File: src/rtl/pulse_pkg.sv
// Shared definitions for the pulse-sequence generator and the pulse_capture receiver.
package pulse_pkg;

  localparam int unsigned CNT_W_DEF      = 32;
  localparam int unsigned TIMEOUT_DEF    = 400000;
  localparam int unsigned GLITCH_CYC_DEF = 3;

  typedef enum logic [2:0] {
    StIdle,
    StWaitLow,
    StWaitP1,
    StP1High,
    StGap,
    StP2High,
    StWaitNext,
    StDone
  } cap_state_t;

  // States during which the capture watchdog runs.
  function automatic logic cap_watched(input cap_state_t s);
    return (s != StIdle) && (s != StDone);
  endfunction

  // States during which the sequence period accumulates.
  function automatic logic cap_in_period(input cap_state_t s);
    return (s == StP1High) || (s == StGap) || (s == StP2High) || (s == StWaitNext);
  endfunction

endpackage

File: src/rtl/pulse_sync_filter.sv
// Two-flop synchronizer for pulse_in with an optional glitch filter,
// compiled in by PULSE_CAPTURE_GLITCH_FILTER_EN.
module pulse_sync_filter #(
  parameter int unsigned GLITCH_CYC = 3
) (
  input  logic clk,
  input  logic rst_n,
  input  logic pulse_in,
  output logic pin
);

  if (GLITCH_CYC == 0) begin : g_bad_cfg
    $error("pulse_sync_filter: GLITCH_CYC must be at least 1");
  end

  logic s1_q, s2_q;

  always_ff @(posedge clk or negedge rst_n) begin
    if (!rst_n) begin
      s1_q <= 1'b0;
      s2_q <= 1'b0;
    end else begin
      s1_q <= pulse_in;
      s2_q <= s1_q;
    end
  end

`ifdef PULSE_CAPTURE_GLITCH_FILTER_EN
  localparam int unsigned FiltW = (GLITCH_CYC > 1) ? $clog2(GLITCH_CYC) : 1;
  localparam logic [FiltW-1:0] FiltLast = FiltW'(GLITCH_CYC - 1);

  logic             filt_q, filt_d;
  logic [FiltW-1:0] run_q, run_d;

  // run_q counts consecutive cycles the synchronized level differs from pin;
  // any return to the current level restarts the count.
  always_comb begin
    filt_d = filt_q;
    run_d  = '0;
    if (s2_q != filt_q) begin
      if (run_q == FiltLast) begin
        filt_d = s2_q;
      end else begin
        run_d = run_q + FiltW'(1);
      end
    end
  end

  always_ff @(posedge clk or negedge rst_n) begin
    if (!rst_n) begin
      filt_q <= 1'b0;
      run_q  <= '0;
    end else begin
      filt_q <= filt_d;
      run_q  <= run_d;
    end
  end

  assign pin = filt_q;
`else
  assign pin = s2_q;
`endif

endmodule

File: src/rtl/pulse_capture.sv
// Measures pulse-1 width, gap, pulse-2 width and period of a two-pulse sequence.
// Optional input glitch filter: PULSE_CAPTURE_GLITCH_FILTER_EN.
module pulse_capture
  import pulse_pkg::*;
#(
  parameter int unsigned CNT_W      = CNT_W_DEF,
  parameter int unsigned TIMEOUT    = TIMEOUT_DEF,
  parameter int unsigned GLITCH_CYC = GLITCH_CYC_DEF
) (
  input  logic             clk,
  input  logic             rst_n,
  input  logic             pulse_in,
  input  logic             arm,
  output logic             busy,
  output logic             meas_valid,
  input  logic             meas_ready,
  output logic [CNT_W-1:0] width1,
  output logic [CNT_W-1:0] gap,
  output logic [CNT_W-1:0] width2,
  output logic [CNT_W-1:0] period,
  output logic             timeout_err
);

  localparam logic [CNT_W-1:0] CntOne  = CNT_W'(1);
  localparam logic [CNT_W-1:0] CntMax  = '1;
  localparam logic [CNT_W-1:0] WdLimit = CNT_W'(TIMEOUT);

  function automatic logic [CNT_W-1:0] sat_inc(input logic [CNT_W-1:0] v);
    return (v == CntMax) ? v : v + CntOne;
  endfunction

  logic pin, pin_q;
  logic rise, fall, wd_hit;

  cap_state_t       state_q, state_d;
  logic [CNT_W-1:0] w1_q, w1_d;
  logic [CNT_W-1:0] gap_q, gap_d;
  logic [CNT_W-1:0] w2_q, w2_d;
  logic [CNT_W-1:0] per_q, per_d;
  logic [CNT_W-1:0] wd_q, wd_d;
  logic             to_q, to_d;

  pulse_sync_filter #(
    .GLITCH_CYC(GLITCH_CYC)
  ) u_sync (
    .clk     (clk),
    .rst_n   (rst_n),
    .pulse_in(pulse_in),
    .pin     (pin)
  );

  assign rise   = pin & ~pin_q;
  assign fall   = ~pin & pin_q;
  assign wd_hit = (wd_q >= WdLimit);

  always_comb begin
    state_d = state_q;
    w1_d    = w1_q;
    gap_d   = gap_q;
    w2_d    = w2_q;
    per_d   = per_q;
    wd_d    = wd_q;
    to_d    = to_q;

    if (cap_watched(state_q)) begin
      wd_d = sat_inc(wd_q);
    end
    if (cap_in_period(state_q)) begin
      per_d = sat_inc(per_q);
    end

    unique case (state_q)
      StIdle: begin
        if (arm) begin
          state_d = StWaitLow;
          w1_d    = '0;
          gap_d   = '0;
          w2_d    = '0;
          per_d   = '0;
          wd_d    = '0;
          to_d    = 1'b0;
        end
      end
      StWaitLow: begin
        if (!pin) begin
          state_d = StWaitP1;
        end
      end
      StWaitP1: begin
        // The edge cycle itself is the first counted cycle of width1 and period.
        if (rise) begin
          state_d = StP1High;
          w1_d    = CntOne;
          per_d   = CntOne;
        end
      end
      StP1High: begin
        if (fall) begin
          state_d = StGap;
          gap_d   = CntOne;
        end else begin
          w1_d = sat_inc(w1_q);
        end
      end
      StGap: begin
        if (rise) begin
          state_d = StP2High;
          w2_d    = CntOne;
        end else begin
          gap_d = sat_inc(gap_q);
        end
      end
      StP2High: begin
        if (fall) begin
          state_d = StWaitNext;
        end else begin
          w2_d = sat_inc(w2_q);
        end
      end
      StWaitNext: begin
        if (rise) begin
          state_d = StDone;
          per_d   = per_q;
        end
      end
      StDone: begin
        if (meas_ready) begin
          if (arm) begin
            state_d = StWaitLow;
            w1_d    = '0;
            gap_d   = '0;
            w2_d    = '0;
            per_d   = '0;
            wd_d    = '0;
            to_d    = 1'b0;
          end else begin
            state_d = StIdle;
          end
        end
      end
      default: state_d = StIdle;
    endcase

    // Watchdog abort; a terminating edge in the same cycle still wins.
    if (cap_watched(state_q) && wd_hit && !((state_q == StWaitNext) && rise)) begin
      state_d = StDone;
      to_d    = 1'b1;
      per_d   = '0;
      unique case (state_q)
        StP1High: w1_d  = '0;
        StGap:    gap_d = '0;
        StP2High: w2_d  = '0;
        default:  ;
      endcase
    end
  end

  always_ff @(posedge clk or negedge rst_n) begin
    if (!rst_n) begin
      state_q <= StIdle;
      pin_q   <= 1'b0;
      w1_q    <= '0;
      gap_q   <= '0;
      w2_q    <= '0;
      per_q   <= '0;
      wd_q    <= '0;
      to_q    <= 1'b0;
    end else begin
      state_q <= state_d;
      pin_q   <= pin;
      w1_q    <= w1_d;
      gap_q   <= gap_d;
      w2_q    <= w2_d;
      per_q   <= per_d;
      wd_q    <= wd_d;
      to_q    <= to_d;
    end
  end

  assign busy        = (state_q != StIdle);
  assign meas_valid  = (state_q == StDone);
  assign width1      = w1_q;
  assign gap         = gap_q;
  assign width2      = w2_q;
  assign period      = per_q;
  assign timeout_err = to_q;

endmodule

File: config.mk
export PLATFORM = sky130hd
export DESIGN_NAME = pulse_capture
export DESIGN_NICKNAME = d
export VERILOG_FILES = /design/src/rtl/pulse_pkg.sv /design/src/rtl/pulse_sync_filter.sv /design/src/rtl/pulse_capture.sv
export SDC_FILE = /design/constraint.sdc
export NUM_CORES = 1
export LEC_CHECK = 0
export ABC_AREA = 0
export CORE_MARGIN = 2
export CORE_UTILIZATION = 52
export CTS_CLUSTER_SIZE = 40
export DETAILED_ROUTE_END_ITERATION = 12
export PLACE_DENSITY_LB_ADDON = 0.1
export SLEW_MARGIN = 20
export SYNTH_ARGS = -nofsm -noshare
export SYNTH_HDL_FRONTEND = slang
export SYNTH_SLANG_ARGS = --single-unit
File: constraint.sdc
create_clock -name clk -period 4.12 [get_ports clk]
set_input_delay 0.824 -clock clk [delete_from_list [all_inputs] [get_ports clk]]
set_output_delay 0.824 -clock clk [all_outputs]
set_load 0.005 [all_outputs]
==> run_results.csv, run 1 <==
group,metric,value,unit
floorplan,start_util,53.5,%
hold_path,hold_path.class,"register to register",
setup_path,start_kind,"register",
synth,synthFlopType,"dfrtp_1",
clocking,htreeDepth,4,
global_routing,overflow,0,
placement,place_hpwl,18800,um
power,p_per_area,492,mW/mm2
synth,syn-num-nets,1214,
global_routing,grt_usage,26.8,%
sta,slew_viol_final,0,
global_routing,grt_max_degree,74,
setup_path,cp_max_fo,27,
floorplan,fp.dieW,143,um
setup_path,slowest_stage,"dfrtp_1",
synth,netlist.area_leader.share,41.4,%
clocking,cts_buffer_depth,2,
global_routing,antenna_found_initial,0,
power,leakage,4.88,nW
sta,finalSetupViolations,0,
routing,num_vias,9925,
placement,port_buffers,135,
placement,gp_congestion,0.879,
cells_and_area,antennaDiodeCount,0,
routing,antenna_left,0,
floorplan,die_h,143,um
sta,rsz0062_at_grt,"false",
clocking,cts.sink_count,167,
cells_and_area,drive_gt1_share,5.51,%
setup_path,cp_slowest_stage_delay,0.87,ns
floorplan,dieArea,0.0206,mm2
clocking,insertion_delay,0.43,ns
floorplan,fp-row-count,50,
global_routing,grt_pass1_vias,9014,
routing,first_pass_iters,6,
job,cap_violations,0,
setup_path,path_class,"register to register",
synth,syn_inst,1203,
clocking,holdBufCountCts,0,
setup_path,crit_chain,"nand3_2 > inv_1 > or3_1 > a21o_1 > and3_1 > buf_4 > a41oi_1 > a31oi_1",
setup_path,cp_num_buf_inv,2,
setup_path,critical_path_arrival,3.46,ns
routing,routedWlPerCell,17.2,um
sta,timing.hold.ws,0.355,ns
sta,tightest_slew,1.03,ns
sta,skew,0.00931,ns
synth,async_flop_share,100,%
synth,netlist_area,0.0101,mm2
clocking,post-cts-setup-buffers,0,
sta,relSlewSlack,30.8,%
synth,yosysTopAreaCell,"dfrtp_1",
power,p_total,0.00605,W
synth,yosysWarnings,0,
sta,hold_viol,0,
cells_and_area,final_common_cell,"dfrtp_1",
synth,synth_edf_count,0,
routing,drcViolationCount,0,
sta,fin_tns_setup,0,ns
power,ir_worst_vdd,397,uV
setup_path,cp_top_family,"simple AND/OR/NAND/NOR gates",
sta,min_period,3.11,ns
synth,synth_area_leaders,"dfrtp_1 (41%), nand2_1 (4.9%), nand3_1 (4.3%), a31oi_1 (4.1%), a21oi_1 (4.1%)",
clocking,clk_pin_slew,0.06,ns
synth,syn_avg_cell_area,8.40,um2
synth,ys_ff_latch,167,
synth,ys_types,68,
global_routing,grt_pass1_wl,45100,um
routing,finalWirelength,27200,um
run_status,run_status,"complete, no violations",
cells_and_area,area_growth,21.9,%
sta,finalCritPeriodShare,75.6,%
sta,fmax,0.321,GHz
setup_path,cp.required,4.47,ns
synth,synth_seq_area_share,41.4,%
setup_path,end_kind,"register",
cells_and_area,final_cell_mix,"dfrtp_1 (167), clkdlybuf4s50_1 (134), nand2_1 (132), nand3_1 (87), a21oi_1 (82)",
cells_and_area,nets,1325,
clocking,cts-root-buf,"clkbuf_16",
floorplan,core-area,0.0189,mm2
routing,initialDrtViolationCount,812,
routing,routed_via_density,6.26,
clocking,cts_tree,"yes",
clocking,cts_resized,0,
clocking,numCtsBuffers,17,
floorplan,io_pins,136,
-- state kept, by name, indices dropped and copies added, names as in the netlist --
signal and count:
gap 32, period 32, wd_q 32, width1 32, width2 32, state_q 3, pin_q 1, timeout_err 1
u_sync.pin 1, u_sync.s1_q 1
-- routing by layer --
layer,routed length [um],track usage (%),vias to the layer above
met5,0,0,-
met4,306,7.12,0
met3,1470,4.13,28
met2,12700,42.6,332
met1,12800,38.4,4782
li1,-,-,4783
-- final timing paths --
path                                           to                    from  slack, ns  cells after the start
setup / recovery           period[31]$_DFFE_PN0P_  state_q[0]$_DFFE_PN0P_       1.01                      8
setup reg to reg           period[31]$_DFFE_PN0P_  state_q[0]$_DFFE_PN0P_       1.01                      8
hold / removal               u_sync.pin$_DFF_PN0_   u_sync.s1_q$_DFF_PN0_       0.36                      0
max in group asynchronous  state_q[2]$_DFFE_PN0P_                   rst_n       2.85                      2
hold reg to reg              u_sync.pin$_DFF_PN0_   u_sync.s1_q$_DFF_PN0_       0.36                      0
min in group asynchronous    width2[22]$_DFF_PN0_                   rst_n       0.40                      1
-- kinds of logic after synthesis --
family | count (synthesis) | share of synthesized area, %
and+or+nand+nor | 541 | 28.3
AOI/OAI and AO/OA | 346 | 22.3
DFF | 167 | 41.4
buffers and inverters | 113 | 4.41
muxes | 19 | 1.91
xor gates and xnor gates | 11 | 0.954
adders and majority gates | 6 | 0.743
-- report_power, final --
group | leakage, nW | switching (W) | internal [W] | total [W]
logic | 2.29 | 0.00128 | 0.000834 | 0.00212
registers | 2.28 | 0.000403 | 0.00185 | 0.00225
clock network | 0.304 | 0.000642 | 0.00104 | 0.00168
-- cell usage after synthesis, drive strengths merged, types with 5 or more instances --
master	number
dfrtp	167
mux2i	17
a211oi	7
and2	15
nand3	88
clkbuf	48
or4	12
nand2b	11
o31ai	14
a41oi	9
nor2	61
nor3	44
nor4	28
o21bai	5
a21oi	83
o211a	5
nand4	50
nand2	132
ha	6
o22ai	10
or3	41
a21o	14
and4	13
o211ai	19
buf	11
inv	53
a31oi	66
o21ai	74
xnor2	8
and3	31
-- metrics by stage --
step / cells / setup slack (ns) / util [%] / instance area (um2)
final: 1586 / 1.01 / 65.1 / 12300
after global placement: 1555 / 0.862 / 61.9 / 11700
after global routing: 1586 / 0.729 / 65.1 / 12300
after floorplan: 1203 / 1.85 / - / 10100
after CTS: 1586 / 1.03 / 65.1 / 12300
after detailed placement: 1555 / 0.851 / 61.9 / 11700
-- area by class of cell --
cell class                      count  area (um2)
Multi-Input combinational cell    923        5500
Sequential cell                   167        4180
Tap cell                          260         325
Clock inverter                      9         149
Fill cell                        1601        6590
Clock buffer                       22         464
Inverter                           54         203
Timing Repair Buffer              151        1490
Power figures use the tool's default switching activity.
==> inputs of run 2 (changes only) <==
--- a/config.mk
+++ b/config.mk
@@ -7,7 +7,7 @@
 export LEC_CHECK = 0
 export ABC_AREA = 0
 export CORE_MARGIN = 2
-export CORE_UTILIZATION = 52
+export CORE_UTILIZATION = 51
 export CTS_CLUSTER_SIZE = 40
 export DETAILED_ROUTE_END_ITERATION = 12
 export PLACE_DENSITY_LB_ADDON = 0.1
==> constraint.sdc (replaced) <==
create_clock -name clk -period 2.6 [get_ports clk]
set_input_delay 0.52 -clock clk [delete_from_list [all_inputs] [get_ports clk]]
set_output_delay 0.52 -clock clk [all_outputs]
set_load 0.005 [all_outputs]
==> run 2 against run 1 <==
  * Sequential share of layout area shrank 1.9 points
  * Count of clock-buffer cells in the layout is 5 lower
  * Sequential cell count stayed put
  * Global-route usage up 1.6 points
  * First-iteration DRC count up 4.8%
  * Largest cell class unchanged
  * Critical endpoint is now busy
==> run_results.csv, run 2 (same netlist as run 1, synthesis figures left out) <==
group,metric,value,unit
run_status,run_status,"complete, no violations",
hold_path,hold_path.class,"input port to async pin",
clocking,cts-root-buf,"clkbuf_16",
global_routing,antenna_found_initial,0,
power,p_per_area,781,mW/mm2
placement,place_hpwl,20600,um
floorplan,start_util,51.9,%
cells_and_area,nets,1408,
cells_and_area,fillers,1607,
cells_and_area,area_growth,29.2,%
routing,finalWirelength,29300,um
setup_path,end_kind,"output pin",
sta,finalSetupViolations,0,
global_routing,overflow,0,
job,cap_violations,0,
global_routing,grt_max_degree,49,
setup_path,critical_path_arrival,1.96,ns
clocking,cts.sink_count,167,
placement,dpl_cell_area,0.0124,mm2
setup_path,r2r_slack,0.14,ns
power,p_total,0.0102,W
clocking,cts_resized,0,
setup_path,crit_chain,"nor3_4 > buf_4 > inv_1 > buf_4 > clkdlybuf4s50_1",
sta,tightest_slew,0.913,ns
floorplan,dieArea,0.0209,mm2
setup_path,path_class,"register to output pin",
sta,slew_viol_final,0,
clocking,htreeDepth,4,
setup_path,r2r.worst_path.cells,8,
placement,place_ws,-0.0510,ns
setup_path,start_kind,"register",
routing,drcViolationCount,0,
setup_path,cp_common_cell,"buf_4",
setup_path,cp_num_buf_inv,4,
routing,first_pass_iters,5,
setup_path,cp.required,2.08,ns
cells_and_area,final_common_cell,"dfrtp_1",
sta,relSlewSlack,38.9,%
global_routing,grt_usage,28.4,%
placement,gp_congestion,0.890,
placement,port_buffers,135,
sta,min_period,2.48,ns
setup_path,cp_slowest_stage_delay,0.45,ns
routing,routed_via_density,6.21,
power,ir_worst_vdd,541,uV
global_routing,grt_pass1_vias,9691,
sta,fmax,0.403,GHz
setup_path,r2r_end,"width2[15]$_DFF_PN0_",
sta,finalCritPeriodShare,95.3,%
floorplan,fp-row-count,51,
setup_path,rr_startpoint,"wd_q[19]$_DFF_PN0_",
clocking,insertion_delay,0.44,ns
sta,skew,0.0134,ns
cells_and_area,fin_util,67.0,%
sta,hold_viol,0,
clocking,clk_pin_slew,0.07,ns
cells_and_area,final_cell_mix,"dfrtp_1 (167), clkdlybuf4s50_1 (134), nand2_1 (132), buf_4 (90), nand3_1 (87)",
floorplan,io_pins,136,
sta,setup_ws,0.121,ns
cells_and_area,antennaDiodeCount,0,
floorplan,core-area,0.0195,mm2
sta,rsz0062_at_grt,"true",
routing,routedWlPerCell,17.5,um
routing,num_vias,10398,
power,leakage,5.32,nW
floorplan,die_h,145,um
clocking,cts_buffer_depth,2,
setup_path,cp_max_fo,4,
cells_and_area,final_area,0.0130,mm2
global_routing,grt_pass1_wl,48200,um
clocking,holdBufCountCts,0,
setup_path,cp_top_family,"buffers and inverters",
clocking,cts_tree,"yes",
routing,initialDrtViolationCount,851,
clocking,post-cts-setup-buffers,0,
routing,antenna_left,0,
cells_and_area,drive_gt1_share,11.6,%
clocking,numCtsBuffers,17,
setup_path,slowest_stage,"dfrtp_1",
floorplan,fp.dieW,145,um
run 2: power breakdown:
part           internal, W  switching [W]
Combinational      0.00182        0.00242
Sequential         0.00293       0.000430
Clock              0.00144        0.00115
run 2: layout make-up:
type	count	area, um2	area share, %
clock buffer	17	425	3.26
tap	265	332	2.54
inverter	54	203	1.55
clock inverter	14	166	1.28
timing repair buffer	234	2210	16.9
multi-input combinational	923	5530	42.4
sequential	167	4180	32.0
run 2: routing by layer:
| layer | up-vias | part of all wire, % | track usage (%) |
|---|---|---|---|
| li1 | 4960 | - | - |
| met1 | 5013 | 45 | 39.7 |
| met2 | 375 | 47 | 45.9 |
| met3 | 50 | 6.0 | 3.85 |
| met4 | 0 | 1.9 | 9.50 |
| met5 | - | 0 | 0 |
run 2: worst reg2reg max path: stages, from the launching register on:
cell	delay [ns]
dfrtp_1	0.38
nor4_2	0.29
nand4_1	0.15
and2_1	0.22
buf_4	0.18
or3_1	0.39
buf_12	0.17
o41a_1	0.43
a31oi_1	0.16
run 2: worst max-delay path by stage:
stage | start | endpoint | cells past startpoint
6_report | state_q[2]$_DFFE_PN0P_ | busy | 5
2_1_floorplan | state_q[2]$_DFFE_PN0P_ | width2[7]$_DFF_PN0_ | 9
3_5_place_dp | arm | gap[19]$_DFF_PN0_ | 7
5_1_grt | wd_q[19]$_DFF_PN0_ | width2[15]$_DFF_PN0_ | 8
3_3_place_gp | arm | gap[29]$_DFF_PN0_ | 7
4_1_cts | wd_q[19]$_DFF_PN0_ | width1[20]$_DFF_PN0_ | 7
run 2: stage by stage:
step | cells | setup TNS, ns | hold WS [ns]
final | 1674 | 0 | 0.0286
after CTS | 1674 | 0 | 0.0398
after detailed placement | 1643 | -0.0683 | 0.335
after floorplan | 1203 | 0 | 0.224
after global routing | 1674 | -0.00711 | 0.0580
after global placement | 1643 | 0 | 0.336
==> inputs of run 3 (changes only) <==
--- a/config.mk
+++ b/config.mk
@@ -6,10 +6,11 @@
 export NUM_CORES = 1
 export LEC_CHECK = 0
 export ABC_AREA = 0
-export CORE_MARGIN = 2
+export CORE_MARGIN = 3
 export CORE_UTILIZATION = 51
 export CTS_CLUSTER_SIZE = 40
 export DETAILED_ROUTE_END_ITERATION = 12
+export GPL_TIMING_DRIVEN = 1
 export PLACE_DENSITY_LB_ADDON = 0.1
 export SLEW_MARGIN = 20
 export SYNTH_ARGS = -nofsm -noshare
==> run 3 against run 2 <==
  * Non-clock buffer count fell by 21
  * Largest cell class unchanged
  * Clock power is essentially flat
  * Largest power group unchanged
  * Critical path depth rose by 2
  * Utilization up 0.38 points
  * Critical path type is now register to register
  * Global-route usage down 1.6 points
  * Sequential power grew 1%
==> run_results.csv, run 3 (same netlist as run 1, synthesis figures left out) <==
group,metric,value,unit
setup_path,r2r_end,"width2[22]$_DFF_PN0_",
clocking,cts_tree,"yes",
sta,hold_viol,0,
hold_path,hold_path.class,"register to register",
hold_path,whs_endpoint,"u_sync.pin$_DFF_PN0_",
power,ir_worst_vdd,573,uV
routing,num_vias,10270,
cells_and_area,final_common_cell,"dfrtp_1",
global_routing,antenna_found_initial,0,
power,leakage,5.21,nW
cells_and_area,nets,1387,
setup_path,rr_startpoint,"wd_q[19]$_DFF_PN0_",
clocking,numCtsBuffers,17,
sta,tightest_slew,0.811,ns
sta,finalCritPeriodShare,95.3,%
sta,setup_ws,0.121,ns
hold_path,holdCritStartpoint,"u_sync.s1_q$_DFF_PN0_",
routing,drcViolationCount,0,
global_routing,overflow,0,
clocking,insertion_delay,0.44,ns
clocking,cts-root-buf,"clkbuf_16",
setup_path,cp_common_cell,"or3_1",
global_routing,grt_max_degree,47,
placement,place_hpwl,20700,um
global_routing,grt_usage,26.8,%
global_routing,grt_pass1_vias,9576,
cells_and_area,antennaDiodeCount,0,
floorplan,fp.dieW,147,um
job,cap_violations,0,
routing,initialDrtViolationCount,727,
setup_path,cp_slowest_stage_delay,0.56,ns
sta,relSlewSlack,45.5,%
sta,fin_tns_setup,0,ns
run_status,run_status,"complete, no violations",
clocking,htreeDepth,4,
cells_and_area,drive_gt1_share,9.72,%
floorplan,fp-row-count,50,
setup_path,start_kind,"register",
sta,finalSetupViolations,0,
setup_path,slowest_stage,"or3_1",
routing,routedWlPerCell,17.6,um
setup_path,path_class,"register to register",
clocking,clk_pin_slew,0.06,ns
sta,skew,0.0110,ns
sta,slew_viol_final,0,
setup_path,critical_path_arrival,2.83,ns
clocking,cts.sink_count,167,
setup_path,cp_max_fo,9,
global_routing,grt_pass1_wl,48300,um
setup_path,cp.required,2.95,ns
power,p_total,0.0101,W
routing,routed_via_density,6.23,
floorplan,io_pins,136,
placement,port_buffers,135,
floorplan,core-area,0.0191,mm2
placement,place_ws,-0.0100,ns
sta,min_period,2.48,ns
placement,gp_congestion,0.874,
setup_path,crit_chain,"nor4_1 > nand4_1 > and2_1 > or3_1 > buf_4 > or3_1 > o21ai_0",
setup_path,end_kind,"register",
sta,fmax,0.403,GHz
setup_path,r2r_slack,0.12,ns
routing,antenna_left,0,
routing,finalWirelength,29000,um
power,p_per_area,782,mW/mm2
routing,first_pass_iters,5,
clocking,cts_buffer_depth,2,
cells_and_area,area_growth,27.3,%
sta,rsz0062_at_grt,"true",
setup_path,r2r.worst_path.cells,7,
floorplan,die_h,147,um
floorplan,dieArea,0.0215,mm2
hold_path,whs_path_depth,0,
cells_and_area,final_cell_mix,"dfrtp_1 (167), clkdlybuf4s50_1 (134), nand2_1 (132), nand3_1 (87), a21oi_1 (82)",
floorplan,start_util,52.9,%
## run 3: timing repair
item	CTS	global route
setup endpoints to repair	0	6
hold buffers	1	0
hold endpoints to repair	28	0
buffers inserted	0	0
resized for setup	0	2
## run 3: critical path: cells and delay by family (launching register included)
family	cells	cell delay (ns)
compound gates	1	0.08
flops	1	0.42
simple gates	5	1.64
buf+inv	1	0.25
## run 3: cell type report
| cell class | instances | area, um2 |
|---|---|---|
| multi-input cells | 923 | 5510 |
| inverters | 54 | 203 |
| fillers | 1602 | 6220 |
| clock buffers | 24 | 472 |
| repair buffers | 213 | 2050 |
| clock inverters | 8 | 121 |
| well taps | 260 | 325 |
| flip-flops and latches | 167 | 4180 |
## run 3: report_power, final
group,internal (W),leakage (nW),switching [W]
sequential,0.00293,2.28,0.000476
clock,0.00156,0.288,0.00104
combinational,0.00172,2.63,0.00234
## run 3: stage by stage
step | hold slack (ns) | utilization, % | cell area, um2 | std cells
2_1_floorplan | 0.224 | - | 10100 | 1203
3_3_place_gp | 0.335 | 64.2 | 12200 | 1616
3_5_place_dp | 0.341 | 64.2 | 12200 | 1616
4_1_cts | 0.355 | 67.3 | 12800 | 1649
5_1_grt | 0.366 | 67.4 | 12900 | 1649
6_report | 0.353 | 67.4 | 12900 | 1649
## run 3: worst max path at each step
stage / end / slack [ns] / startpoint
2_1_floorplan: width2[7]$_DFF_PN0_ / 0.36 / state_q[2]$_DFFE_PN0P_
3_5_place_dp: gap[11]$_DFF_PN0_ / -0.01 / meas_ready
6_report: width2[22]$_DFF_PN0_ / 0.12 / wd_q[19]$_DFF_PN0_
5_1_grt: period[16]$_DFFE_PN0P_ / -0.02 / period[7]$_DFFE_PN0P_
3_3_place_gp: gap[19]$_DFF_PN0_ / 0.07 / meas_ready
4_1_cts: width1[24]$_DFF_PN0_ / 0.14 / width1[1]$_DFF_PN0_
## run 3: routing by layer
| layer | routed length, um | track usage [%] | up-vias | share of wire [%] |
|---|---|---|---|---|
| met4 | 544 | 8.18 | 0 | 1.9 |
| met1 | 12800 | 37.6 | 4946 | 44 |
| met3 | 1600 | 4.16 | 54 | 5.5 |
| met5 | 0 | 0 | - | 0 |
| met2 | 14000 | 43.4 | 357 | 48 |
| li1 | - | - | 4913 | - |
==> RTL edit (settings of run 2) <==
`CNT_W_DEF`: 32 -> 28.
--- a/src/rtl/pulse_pkg.sv
+++ b/src/rtl/pulse_pkg.sv
@@ -1,7 +1,7 @@
 // Shared definitions for the pulse-sequence generator and the pulse_capture receiver.
 package pulse_pkg;
 
-  localparam int unsigned CNT_W_DEF      = 32;
+  localparam int unsigned CNT_W_DEF      = 28;
   localparam int unsigned TIMEOUT_DEF    = 400000;
   localparam int unsigned GLITCH_CYC_DEF = 3;
 
Interface: changed (resized gap, period, width1 and width2); port bits go from 136 to 120. The function was not compared with the original's and may differ.
==> RTL edit against run 2 <==
Sequential share of layout area fell by 0.72 points; area after synthesis down 9.2%; power up 4.5%; setup slack better by 0.032 ns; largest cell class unchanged; wire length fell by 8.8%; highest routed layer unchanged; final area is 9.9% lower; global-route usage is 0.66 points lower; sequential cell count is 20 lower; first-iteration DRC count is 17% lower; largest power group unchanged; clock power up 15%.
==> RTL edit: results (changes against run 2) <==
yosys:
  syn_nets: 1082  # -11%
  synthTopCellsByCount: "dfrtp_1 (147), nand2_1 (121), a21oi_1 (81)"
  yosys-top-cells-area: "dfrtp_1 (40%), nand2_1 (5.0%), a21oi_1 (4.4%)"
  ys_types: 86  # +26%
  seq_area_frac_synth: 0.401  # -0.0128
  yosysWarnings: 0  # unchanged
drt:
  drc: 0  # unchanged
  vias: 9409  # -9.5%
  first_pass_iters: 6  # +1
  wl_mm: 26.7  # -8.8%
  dr.first_iter.drc_count: 709  # -17%
pwr:
  p_leak_nw: 4.73  # -11%
  ir_drop_mv: 0.659  # +22%
worst_setup_path:
  critical_path_arrival_ns: 1.93  # -0.03 ns
  cp_max_fo: 11  # +7
  r2r-start: "state_q[2]$_DFFE_PN0P_"
  crit_path_start: "state_q[0]$_DFFE_PN0P_"
  cpPeakStageDelay_ns: 0.54  # +0.09 ns
placed_design:
  dpl.hpwl_mm: 18.2  # -11%
  portBuffers: 119  # -12%
  gp_congestion: 0.930  # +4.4%
grt:
  grt_use_total: 0.278  # -0.00662
  grt_max_degree: 45  # -8.2%
  grt_pass1_wl_mm: 44.7  # -7.3%
  grt_pass1_vias: 8716  # -10%
outcome:
  outcome: "completed"
final_layout:
  drive_above_1_share: 0.119  # +0.00325
  final_nets: 1234  # -12%
sta:
  clock_skew_ns: 0.00928  # -0.00417 ns
  max_slew_margin: 0.303  # -0.0864
RTL edit: changes by cell type in the layout (fill, tap and decap cells not counted), sizes merged, moves of 10 or more:
cell,before,now
nand3,88,69
inv,60,23
a211oi,7,17
a31oi,66,53
a311oi,0,23
nand2,132,122
clkdlybuf4s50,134,118
or3,41,13
nor3,44,28
buf,100,76
o211ai,19,9
o21ai,74,64
dfrtp,167,147
RTL edit: metrics by stage:
step                      hold WS [ns]  instances  cell area (µm²)  worst slack [ns]
final                           0.0176       1465            11800             0.154
after detailed placement         0.352       1433            11000           -0.0784
after global routing            0.0364       1465            11800            0.0177
after floorplan                  0.224       1071             9180             0.431
after CTS                       0.0255       1465            11700            0.0468
after global placement           0.361       1433            11000            -0.453
RTL edit: worst paths after layout:
check	to	slack (ns)	cells past startpoint
setup / recovery	meas_valid	0.15	3
hold / removal	wd_q[4]$_DFF_PN0_	0.02	1
setup reg to reg	period[10]$_DFFE_PN0P_	0.19	8
hold reg to reg	u_sync.pin$_DFF_PN0_	0.37	0
max in group asynchronous	gap[27]$_DFF_PN0_	1.83	2
min in group clk	u_sync.pin$_DFF_PN0_	0.37	0
RTL edit: layout make-up:
| cell class | instances | area, µm² |
|---|---|---|
| clock buffer | 20 | 467 |
| clock inverter | 12 | 248 |
| fill | 1513 | 6030 |
| inverter | 23 | 86.3 |
| multi-input combinational | 840 | 5180 |
| sequential | 147 | 3680 |
| tap | 229 | 287 |
| timing repair buffer | 194 | 1810 |
RTL edit: routing by layer:
layer  share of wire  vias up  track usage
met5               0        -            0
met4           0.013        0       0.0666
met3           0.060       31       0.0461
met2            0.49      353        0.463
met1            0.44     4598        0.381
li1                -     4427            -
RTL edit: cell families (layout without fill, tap and decap cells):
| family | count (synthesis) | in the layout | synth area share |
|---|---|---|---|
| simple gates | 472 | 472 | 0.278 |
| compound gates | 337 | 337 | 0.249 |
| flops | 147 | 147 | 0.401 |
| buf+inv | 84 | 249 | 0.0382 |
| mux | 13 | 13 | 0.0142 |
| xor+xnor | 11 | 11 | 0.0105 |
| fa+ha+maj | 7 | 7 | 0.00927 |
RTL edit: where the power goes:
group          total, W  switching [W]  internal, W
clock           0.00299        0.00101      0.00198
sequential      0.00333       0.000645      0.00268
combinational   0.00434        0.00243      0.00190
RTL edit: what timing repair did:
item / in CTS / in global routing
resized for setup: 0 / 2
hold buffers: 0 / 0
setup endpoints to repair: 0 / 4
